$ cat src/rtl/infix_to_postfix.sv
// ============================================================================
//  Module   : infix_to_postfix
//  Purpose  : Shunting-yard converter. It takes an infix token stream and
//             emits the postfix token stream on a number/sign strobe port.
//  Revision : 1.0 - initial release
// ============================================================================
`default_nettype none

module infix_to_postfix #(
  parameter int DEPTH = 16
) (
  input  logic       CLK,
  input  logic       RST,
  input  logic [7:0] IN_TOKEN,
  input  logic       IN_IS_NUM,
  input  logic       IN_END,
  input  logic       IN_STB,
  output logic       BUSY,
  output logic [7:0] OUT_NUMBER,
  output logic       NUMBER_STB,
  output logic [7:0] OUT_SIGN,
  output logic       SIGN_STB,
  output logic       DONE,
  output logic       ERR
);

  localparam int PTR_W = $clog2(DEPTH) + 1;
  localparam int IDX_W = PTR_W - 1;

  localparam logic [7:0] c_plus   = 8'h2B;
  localparam logic [7:0] c_minus  = 8'h2D;
  localparam logic [7:0] c_mul    = 8'h2A;
  localparam logic [7:0] c_div    = 8'h2F;
  localparam logic [7:0] c_lparen = 8'h28;
  localparam logic [7:0] c_rparen = 8'h29;

  typedef enum logic [2:0] {
    S_IDLE      = 3'd0,
    S_POP_OPS   = 3'd1,
    S_POP_PAREN = 3'd2,
    S_FLUSH     = 3'd3,
    S_FIN       = 3'd4,
    S_ERROR     = 3'd5
  } state_t;

  state_t           r_state;
  logic [7:0]       r_stack [DEPTH];
  logic [PTR_W-1:0] r_ptr;
  logic [7:0]       r_pend;

  logic             w_accept;
  logic             w_empty;
  logic             w_full;
  logic             w_is_op;
  logic [IDX_W-1:0] w_push_idx;
  logic [IDX_W-1:0] w_top_idx;
  logic [7:0]       w_top;

  // "(" sits at precedence 0 so it fences off everything beneath it.
  function automatic logic [1:0] prec(input logic [7:0] c);
    if (c == c_mul || c == c_div)        return 2'd2;
    else if (c == c_plus || c == c_minus) return 2'd1;
    else                                  return 2'd0;
  endfunction

  assign w_accept   = IN_STB && !BUSY && (r_state == S_IDLE);
  assign w_empty    = (r_ptr == '0);
  assign w_full     = (r_ptr == PTR_W'(DEPTH));
  assign w_is_op    = (IN_TOKEN == c_plus) || (IN_TOKEN == c_minus) ||
                      (IN_TOKEN == c_mul)  || (IN_TOKEN == c_div);
  assign w_push_idx = r_ptr[IDX_W-1:0];
  assign w_top_idx  = r_ptr[IDX_W-1:0] - IDX_W'(1);
  assign w_top      = r_stack[w_top_idx];

  always_ff @(posedge CLK or posedge RST) begin
    if (RST) begin
      r_state    <= S_IDLE;
      r_ptr      <= '0;
      r_pend     <= '0;
      for (int i = 0; i < DEPTH; i++) r_stack[i] <= '0;
      BUSY       <= 1'b0;
      OUT_NUMBER <= '0;
      NUMBER_STB <= 1'b0;
      OUT_SIGN   <= '0;
      SIGN_STB   <= 1'b0;
      DONE       <= 1'b0;
      ERR        <= 1'b0;
    end else begin
      NUMBER_STB <= 1'b0;
      SIGN_STB   <= 1'b0;
      DONE       <= 1'b0;

      case (r_state)
        S_IDLE: begin
          if (w_accept) begin
            if (IN_IS_NUM && IN_END) begin
              r_state <= S_ERROR;
              BUSY    <= 1'b1;
              ERR     <= 1'b1;
            end else if (IN_END) begin
              r_state <= S_FLUSH;
              BUSY    <= 1'b1;
            end else if (IN_IS_NUM) begin
              OUT_NUMBER <= IN_TOKEN;
              NUMBER_STB <= 1'b1;
            end else if (IN_TOKEN == c_lparen) begin
              if (w_full) begin
                r_state <= S_ERROR;
                BUSY    <= 1'b1;
                ERR     <= 1'b1;
              end else begin
                r_stack[w_push_idx] <= IN_TOKEN;
                r_ptr               <= r_ptr + PTR_W'(1);
              end
            end else if (w_is_op) begin
              r_pend  <= IN_TOKEN;
              r_state <= S_POP_OPS;
              BUSY    <= 1'b1;
            end else if (IN_TOKEN == c_rparen) begin
              r_state <= S_POP_PAREN;
              BUSY    <= 1'b1;
            end else begin
              r_state <= S_ERROR;
              BUSY    <= 1'b1;
              ERR     <= 1'b1;
            end
          end
        end

        // >= gives left associativity: equal precedence pops first.
        S_POP_OPS: begin
          if (!w_empty && (prec(w_top) >= prec(r_pend))) begin
            OUT_SIGN <= w_top;
            SIGN_STB <= 1'b1;
            r_ptr    <= r_ptr - PTR_W'(1);
          end else if (w_full) begin
            r_state <= S_ERROR;
            ERR     <= 1'b1;
          end else begin
            r_stack[w_push_idx] <= r_pend;
            r_ptr               <= r_ptr + PTR_W'(1);
            r_state             <= S_IDLE;
            BUSY                <= 1'b0;
          end
        end

        S_POP_PAREN: begin
          if (w_empty) begin
            r_state <= S_ERROR;
            ERR     <= 1'b1;
          end else if (w_top == c_lparen) begin
            r_ptr   <= r_ptr - PTR_W'(1);
            r_state <= S_IDLE;
            BUSY    <= 1'b0;
          end else begin
            OUT_SIGN <= w_top;
            SIGN_STB <= 1'b1;
            r_ptr    <= r_ptr - PTR_W'(1);
          end
        end

        S_FLUSH: begin
          if (w_empty) begin
            r_state <= S_FIN;
            DONE    <= 1'b1;
          end else if (w_top == c_lparen) begin
            r_state <= S_ERROR;
            ERR     <= 1'b1;
          end else begin
            OUT_SIGN <= w_top;
            SIGN_STB <= 1'b1;
            r_ptr    <= r_ptr - PTR_W'(1);
          end
        end

        S_FIN: begin
          r_state <= S_IDLE;
          BUSY    <= 1'b0;
        end

        S_ERROR: begin
          BUSY <= 1'b1;
          ERR  <= 1'b1;
        end

        default: begin
          r_state <= S_ERROR;
          BUSY    <= 1'b1;
          ERR     <= 1'b1;
        end
      endcase
    end
  end

endmodule

`default_nettype wire

$ cat config.mk
export PLATFORM = sky130hd
export DESIGN_NAME = infix_to_postfix
export DESIGN_NICKNAME = d
export VERILOG_FILES = /design/src/rtl/infix_to_postfix.sv
export SDC_FILE = /design/constraint.sdc
export NUM_CORES = 1
export LEC_CHECK = 0
export ABC_CLOCK_PERIOD_IN_PS = 5900
export BUFFER_PORTS_ARGS = -buffer_cell sky130_fd_sc_hd__buf_2
export CAP_MARGIN = 20
export CORE_ASPECT_RATIO = 0.9
export CORE_MARGIN = 5
export CORE_UTILIZATION = 50
export CTS_CLUSTER_DIAMETER = 80
export DETAILED_ROUTE_END_ITERATION = 16
export HOLD_SLACK_MARGIN = 0.06
export PLACE_DENSITY = 0.8
export SLEW_MARGIN = 0
export SYNTH_ARGS = -nofsm -noshare
export SYNTH_HDL_FRONTEND = slang
export SYNTH_SLANG_ARGS = --single-unit
export TNS_END_PERCENT = 10
$ cat constraint.sdc
create_clock -name CLK -period 5.9 [get_ports CLK]
set_clock_uncertainty 0.2 [all_clocks]
set_input_delay 0.885 -clock CLK [delete_from_list [all_inputs] [get_ports CLK]]
set_output_delay 0.885 -clock CLK [all_outputs]
set_load 0.05 [all_outputs]
==> flow_summary_export.csv, run 1 <==
group,metric,value,unit
clocking,clock_sinks,165,
critical_path,timing_worst_setup_path_type,"register to register",
run,drv_cap,0,
routing,ant_nets,0,
timing,fmax,0.178,GHz
clocking,cts_hold_buf,0,
critical_path,crit_end,"r_stack[89]",
timing,hold_viol,0,
placed_design,dp_slack,0.124,ns
synth,ys_ff_latch,165,
critical_path,worstPathArrival,5.73,ns
timing,fin_crit_sh,95.1,%
critical_path,critPathLaunch,"r_ptr[1]",
critical_path,r2r_setup_slack,0.29,ns
routing,dr.pass1.iters,7,
die,start_util,51.1,%
clocking,insertion_delay,0.44,ns
routing,dr_wl_met3,1420,µm
final_layout,diodes,0,
clocking,cts_buffers,17,
placed_design,dp_hpwl,13300,µm
routing,dr.max_layer_used,"met4",
synth,yosys_warnings,0,
synth,yosys.area.top_type_share,50.1,%
critical_path,cp.depth,17,
die,die_h,132,µm
critical_path,cp_top_family,"simple AND/OR/NAND/NOR gates",
routing,wl_per_cell,18.8,µm
final_layout,area_growth,12.0,%
routing,vias_per_cell,6.00,
critical_path,cp-start-kind,"register",
final_layout,drive_above_1_share,16.7,%
synth,synth_commonest_cells,"dfrtp_1 (165), nand2_1 (165), o21ai_0 (140), mux2i_1 (43), clkbuf_1 (32)",
global_routing,grt_pass1_wl,32600,µm
routing,drt_iter0_markers,592,
critical_path,worstSetupEndpointType,"register",
final_layout,utilization,57.2,%
routing,drc_errors,0,
routing,vias,6372,
run_status,status,"finished clean",
pwr,leakage,0.00413,µW
clocking,cts_tree,"yes",
clocking,htree_levels,4,
clocking,cts_buffer_depth,2,
pwr,power_density,577,mW/mm²
critical_path,worstPathMaxFanout,16,
die,core_area,0.0161,mm²
synth,synthesis.instances,818,
routing,wl,20000,µm
synth,synth_top_area_cell,"dfrtp_1",
timing,drv_slew,0,
synth,async_flop_share,100,%
critical_path,cp_num_buf_inv,3,
global_routing,antenna_found_initial,0,
placed_design,io_buffers,33,
pwr,ir_drop,0.403,mV
routing,route.met2.wl,9010,µm
final_layout,final_nets,862,
die,io_pins,34,
synth,synth_fp_nets,838,
min_path,min_path_type,"primary input to async pin",
critical_path,timing.rr.start,"r_ptr[1]",
synth,synth_edf_count,0,
critical_path,cp.required,6.02,ns
timing,setup_slack,0.288,ns
synth,synth.area.top_cells,"dfrtp_1 (50%), o21ai_0 (8.5%), nand2_1 (7.5%)",
routing,wl_met1,9030,µm
die,dieArea,0.0191,mm²
die,row_count,44,
timing,setup_violations,0,
synth,syn_avg_cell_area,10.1,µm²
synth,synthesis.area,0.00824,mm²
synth,synth_ff_type,"dfrtp_1",
synth,synth-seq-area-share,50.1,%
critical_path,r2r-end,"r_stack[89]",
global_routing,grt_max_degree,117,
timing,whs,0.255,ns
placed_design,place_congestion,0.865,
final_layout,design_area,0.00923,mm²
clocking,root_buffer,"clkbuf_16",
timing,worst-slew-pin-transition,1.08,ns
synth,synth.distinct_cells,65,
global_routing,grt_overflow,0,
placed_design,placed_cell_area,0.00855,mm²
timing,max_slew_margin,26.4,%
global_routing,grt_pass1_vias,6171,
critical_path,cpPeakStageDelay,0.61,ns
clocking,path_clk_slew,0.06,ns
timing,timing.final.crit_period,5.61,ns
die,die_x,145,µm
global_routing,grt_use_total,21.0,%
critical_path,rr_worst_depth,17,
critical_path,cp_cell_sequence,"inv_1, ha_2, xor2_4, mux4_1, mux2i_1, or4b_4, o41ai_4, buf_4, nand3_1, ha_1, nand2b_1, a21oi_1, nor2_1, a2111oi_4, buf_4, nand3_1, o21ai_0",
critical_path,worst_path_max_delay_cell,"mux4_1",
## repair_timing
action	4_1_cts	5_1_grt
endpoints found under the setup margin	0	128
buffers inserted	0	6
resized for setup	0	8
## metrics by stage
| step | TNS [ns] | total power, µW | std cells |
|---|---|---|---|
| final | 0 | 5330 | 1062 |
| after global routing | -0.344 | 5640 | 1062 |
| after CTS | 0 | 5260 | 1055 |
| after detailed placement | 0 | 4210 | 1023 |
| after global placement | 0 | 4140 | 1022 |
| after floorplan | 0 | 3620 | 818 |
## cells by family after synthesis
kind of cell,after synthesis,share of synthesized area (%)
adders and majority gates,7,1.06
and+or+nand+nor,304,17.2
buffers and inverters,59,3.45
DFF,165,50.1
muxes,78,12.8
xor gates and xnor gates,10,1.25
AOI/OAI and AO/OA,195,14.1
## final cells by class
class                   instances  area (µm²)
flip-flops and latches        165        4130
inverters                       6        27.5
multi-input cells             594        3880
well taps                     207         259
repair buffers                 58         373
clock inverters                12        91.3
clock buffers                  20         467
fillers                      1344        6910
## where the power goes
group | switching [µW] | internal [µW] | leakage, µW | total [µW]
combinational | 1640 | 961 | 0.00161 | 2600
clock | 470 | 576 | 0.000274 | 1050
sequential | 229 | 1450 | 0.00224 | 1680
total | 2340 | 2990 | 0.00413 | 5330
## placed cells by master (no fill, tap or decap), types with 3 or more instances in the layout
cell type and instances:
nor2_1 28, nand3b_1 4, dfrtp_1 164, or3_1 4
a21oi_1 13, mux4_2 14, xor2_1 4, o21ai_0 139
nand3_1 28, a22oi_1 3, mux2i_1 38, inv_1 4
a31oi_1 7, clkbuf_16 17, nand2_1 165, nor4_1 4
a311oi_1 3, xnor2_1 4, o32ai_1 3, buf_4 24
clkinv_2 3, inv_6 5, nor3b_1 10, and3_1 3
nand2b_1 6, clkinv_4 3, buf_2 33, nand4_1 15
clkbuf_8 3, o211ai_1 7, mux2i_2 5, mux4_1 5
ha_1 5, nor2b_1 9, nor3_1 9, mux2_2 15
and2_1 6
## per-layer routing
| layer | GRT usage, % | vias to the layer above |
|---|---|---|
| li1 | - | 2972 |
| met1 | 30.4 | 3108 |
| met2 | 30.4 | 251 |
| met3 | 5.88 | 41 |
| met4 | 7.98 | 0 |
| met5 | 0 | - |
## how the worst min path moves through the flow
stage               slack (ns)           end         start  cells after the start
floorplan                 0.24  r_stack[126]  r_stack[126]                      2
CTS                       0.28  r_stack[121]  r_stack[121]                      2
finish                    0.25   r_stack[78]           RST                      2
detailed placement        0.27  r_stack[123]  r_stack[123]                      2
global route              0.30   r_stack[97]           RST                      2
global placement          0.25   r_stack[60]   r_stack[60]                      2
## registers in the layout, summed over array words and instances, names as in the netlist
| signal | cells |
|---|---|
| r_stack | 128 |
| DONE | 1 |
| ERR | 1 |
| OUT_NUMBER | 8 |
| r_ptr | 5 |
| OUT_SIGN | 8 |
| SIGN_STB | 1 |
| NUMBER_STB | 1 |
| BUSY | 1 |
| r_state | 3 |
| r_pend | 8 |
Note: power is estimated with default switching activity, not from simulation.
==> run 2, diff against run 1 <==
Settings changed: ABC_CLOCK_PERIOD_IN_PS 5900 to not set, RECOVER_POWER set to 50.
==> flow_summary_export.csv, run 2 (synthesized netlist as in run 1, its figures left out) <==
group,metric,value,unit
pwr,p_int,2980,µW
routing,dr.pass1.iters,7,
routing,wl,20000,µm
final_layout,final_nets,862,
timing,timing.final.crit_period,5.66,ns
pwr,leakage,0.00411,µW
routing,vias_per_cell,6.03,
pwr,switching_share,43.9,%
die,dieArea,0.0191,mm²
timing,drv_slew,170,
pwr,clkPwrFrac,19.6,%
final_layout,mostFrequentLayoutCell,"nand2_1",
die,io_pins,34,
critical_path,cp-start-kind,"register",
pwr,ir_drop,0.402,mV
final_layout,regMostFlops,"r_stack",
timing,setup_violations,0,
routing,vias,6403,
routing,wl_per_cell,18.8,µm
pwr,power_frac_seq,31.6,%
timing,worst-slew-pin-transition,2.73,ns
pwr,power_density,579,mW/mm²
clocking,cts_buffers,17,
timing,hold_viol,0,
global_routing,grt_use_total,21.0,%
die,die_x,145,µm
placed_design,io_buffers,33,
die,core_area,0.0161,mm²
critical_path,cp.required,6.01,ns
final_layout,multi_input_area,0.00388,mm²
global_routing,grt_overflow,0,
critical_path,timing_worst_setup_path_type,"register to register",
final_layout,utilization,57.0,%
min_path,min_path_type,"register to register",
clocking,cts_hold_buf,0,
clocking,cts_tree,"yes",
die,die_h,132,µm
die,start_util,51.1,%
final_layout,drive_above_1_share,16.5,%
run_status,violations,"max-capacitance violations, max-slew violations",
global_routing,grt_max_degree,117,
pwr,p_total,5320,µW
final_layout,largest_reg_flops,128,
run_status,status,"finished, violations left",
final_layout,area_growth,11.6,%
clocking,cts_buffer_depth,2,
pwr,p_comb_share,48.8,%
critical_path,worstPathMaxFanout,16,
final_layout,final_cell_mix,"nand2_1 (165), dfrtp_1 (164), o21ai_0 (139), mux2i_1 (38), buf_2 (33)",
global_routing,grt_pass1_vias,6171,
timing,fin_crit_sh,95.9,%
routing,ant_nets,0,
final_layout,fillCellCount,1351,
clocking,htree_levels,4,
final_layout,final-seq-area,0.00413,mm²
clocking,path_clk_slew,0.06,ns
critical_path,worstSetupEndpointType,"register",
timing,max_slew_margin,-81.8,%
run,drv_cap,3,
pwr,power_switching,2340,µW
timing,fmax,0.177,GHz
clocking,clock_sinks,165,
final_layout,diodes,0,
routing,drc_errors,0,
global_routing,grt_pass1_wl,32600,µm
die,row_count,44,
clocking,insertion_delay,0.44,ns
clocking,root_buffer,"clkbuf_16",
placed_design,place_congestion,0.865,
routing,drt_iter0_markers,606,
global_routing,antenna_found_initial,0,
critical_path,worstPathArrival,5.77,ns
placed_design,dp_hpwl,13300,µm
[run 2: cell types whose count changed in the layout (fill, tap and decap cells not counted), sizes merged]
cell      change
buf           -3
clkbuf        +3
clkinvlp      +1
inv           -1
[run 2: final cells by class]
cell class	instances	share of cell area (%)
clock buffers	20	5.08
clock inverters	12	0.994
inverters	6	0.259
multi-input cells	594	42.2
flip-flops and latches	165	44.9
well taps	207	2.82
repair buffers	58	3.73
[run 2: worst paths after layout]
check	to	slack [ns]	cells after the start	start
min in group asynchronous	r_stack[78]	0.70	2	RST
max reg2reg	r_stack[89]	0.24	17	r_ptr[1]
min reg2reg	r_stack[94]	0.28	2	r_stack[94]
min	r_stack[94]	0.28	2	r_stack[94]
max in group asynchronous	r_stack[36]	1.58	3	RST
max	r_stack[89]	0.24	17	r_ptr[1]
[run 2: metrics by stage]
stage                     std cells  cell area (µm²)  hold slack [ns]  worst slack (ns)  TNS [ns]
after global placement         1022             8550            0.254             0.303         0
final                          1062             9190            0.278             0.240         0
after detailed placement       1023             8550            0.265             0.124         0
after CTS                      1055             9110            0.280            0.0638         0
after global routing           1062             9190            0.299            -0.120    -0.344
after floorplan                 818             8240            0.241             0.353         0
[run 2: per-layer routing]
metal  track usage [%]  part of all wire (%)  up-vias
li1                  -                     -     2974
met1              30.4                    45     3133
met2              30.4                    45      261
met3              5.88                   7.4       35
met4              7.98                   2.3        0
met5                 0                     0        -
[run 2: critical path, stage by stage, from the launching register on]
cell,delay [ns]
dfrtp_1,0.45
inv_1,0.18
ha_2,0.33
xor2_4,0.31
mux4_1,0.61
mux2i_1,0.19
or4b_4,0.52
o41ai_4,0.07
buf_4,0.22
nand3_1,0.08
ha_1,0.28
nand2b_1,0.14
a21oi_1,0.26
nor2_1,0.18
a2111oi_4,0.23
buf_4,0.27
nand3_1,0.52
o21ai_0,0.48
[run 2: repair_timing]
item                                   4_1_cts  5_1_grt
endpoints found under the hold margin        0        0
resized for setup                            0        8
buffers inserted                             0        6
setup endpoints to repair                    0      128
[run 2: power by group through the flow]
stage	clock, µW	combinational [µW]	sequential (µW)
final	1040	2600	1680
after global routing	1100	2820	1720
after CTS	1060	2530	1670
after detailed placement	0	2520	1690
after global placement	0	2460	1680
after floorplan	0	1830	1780
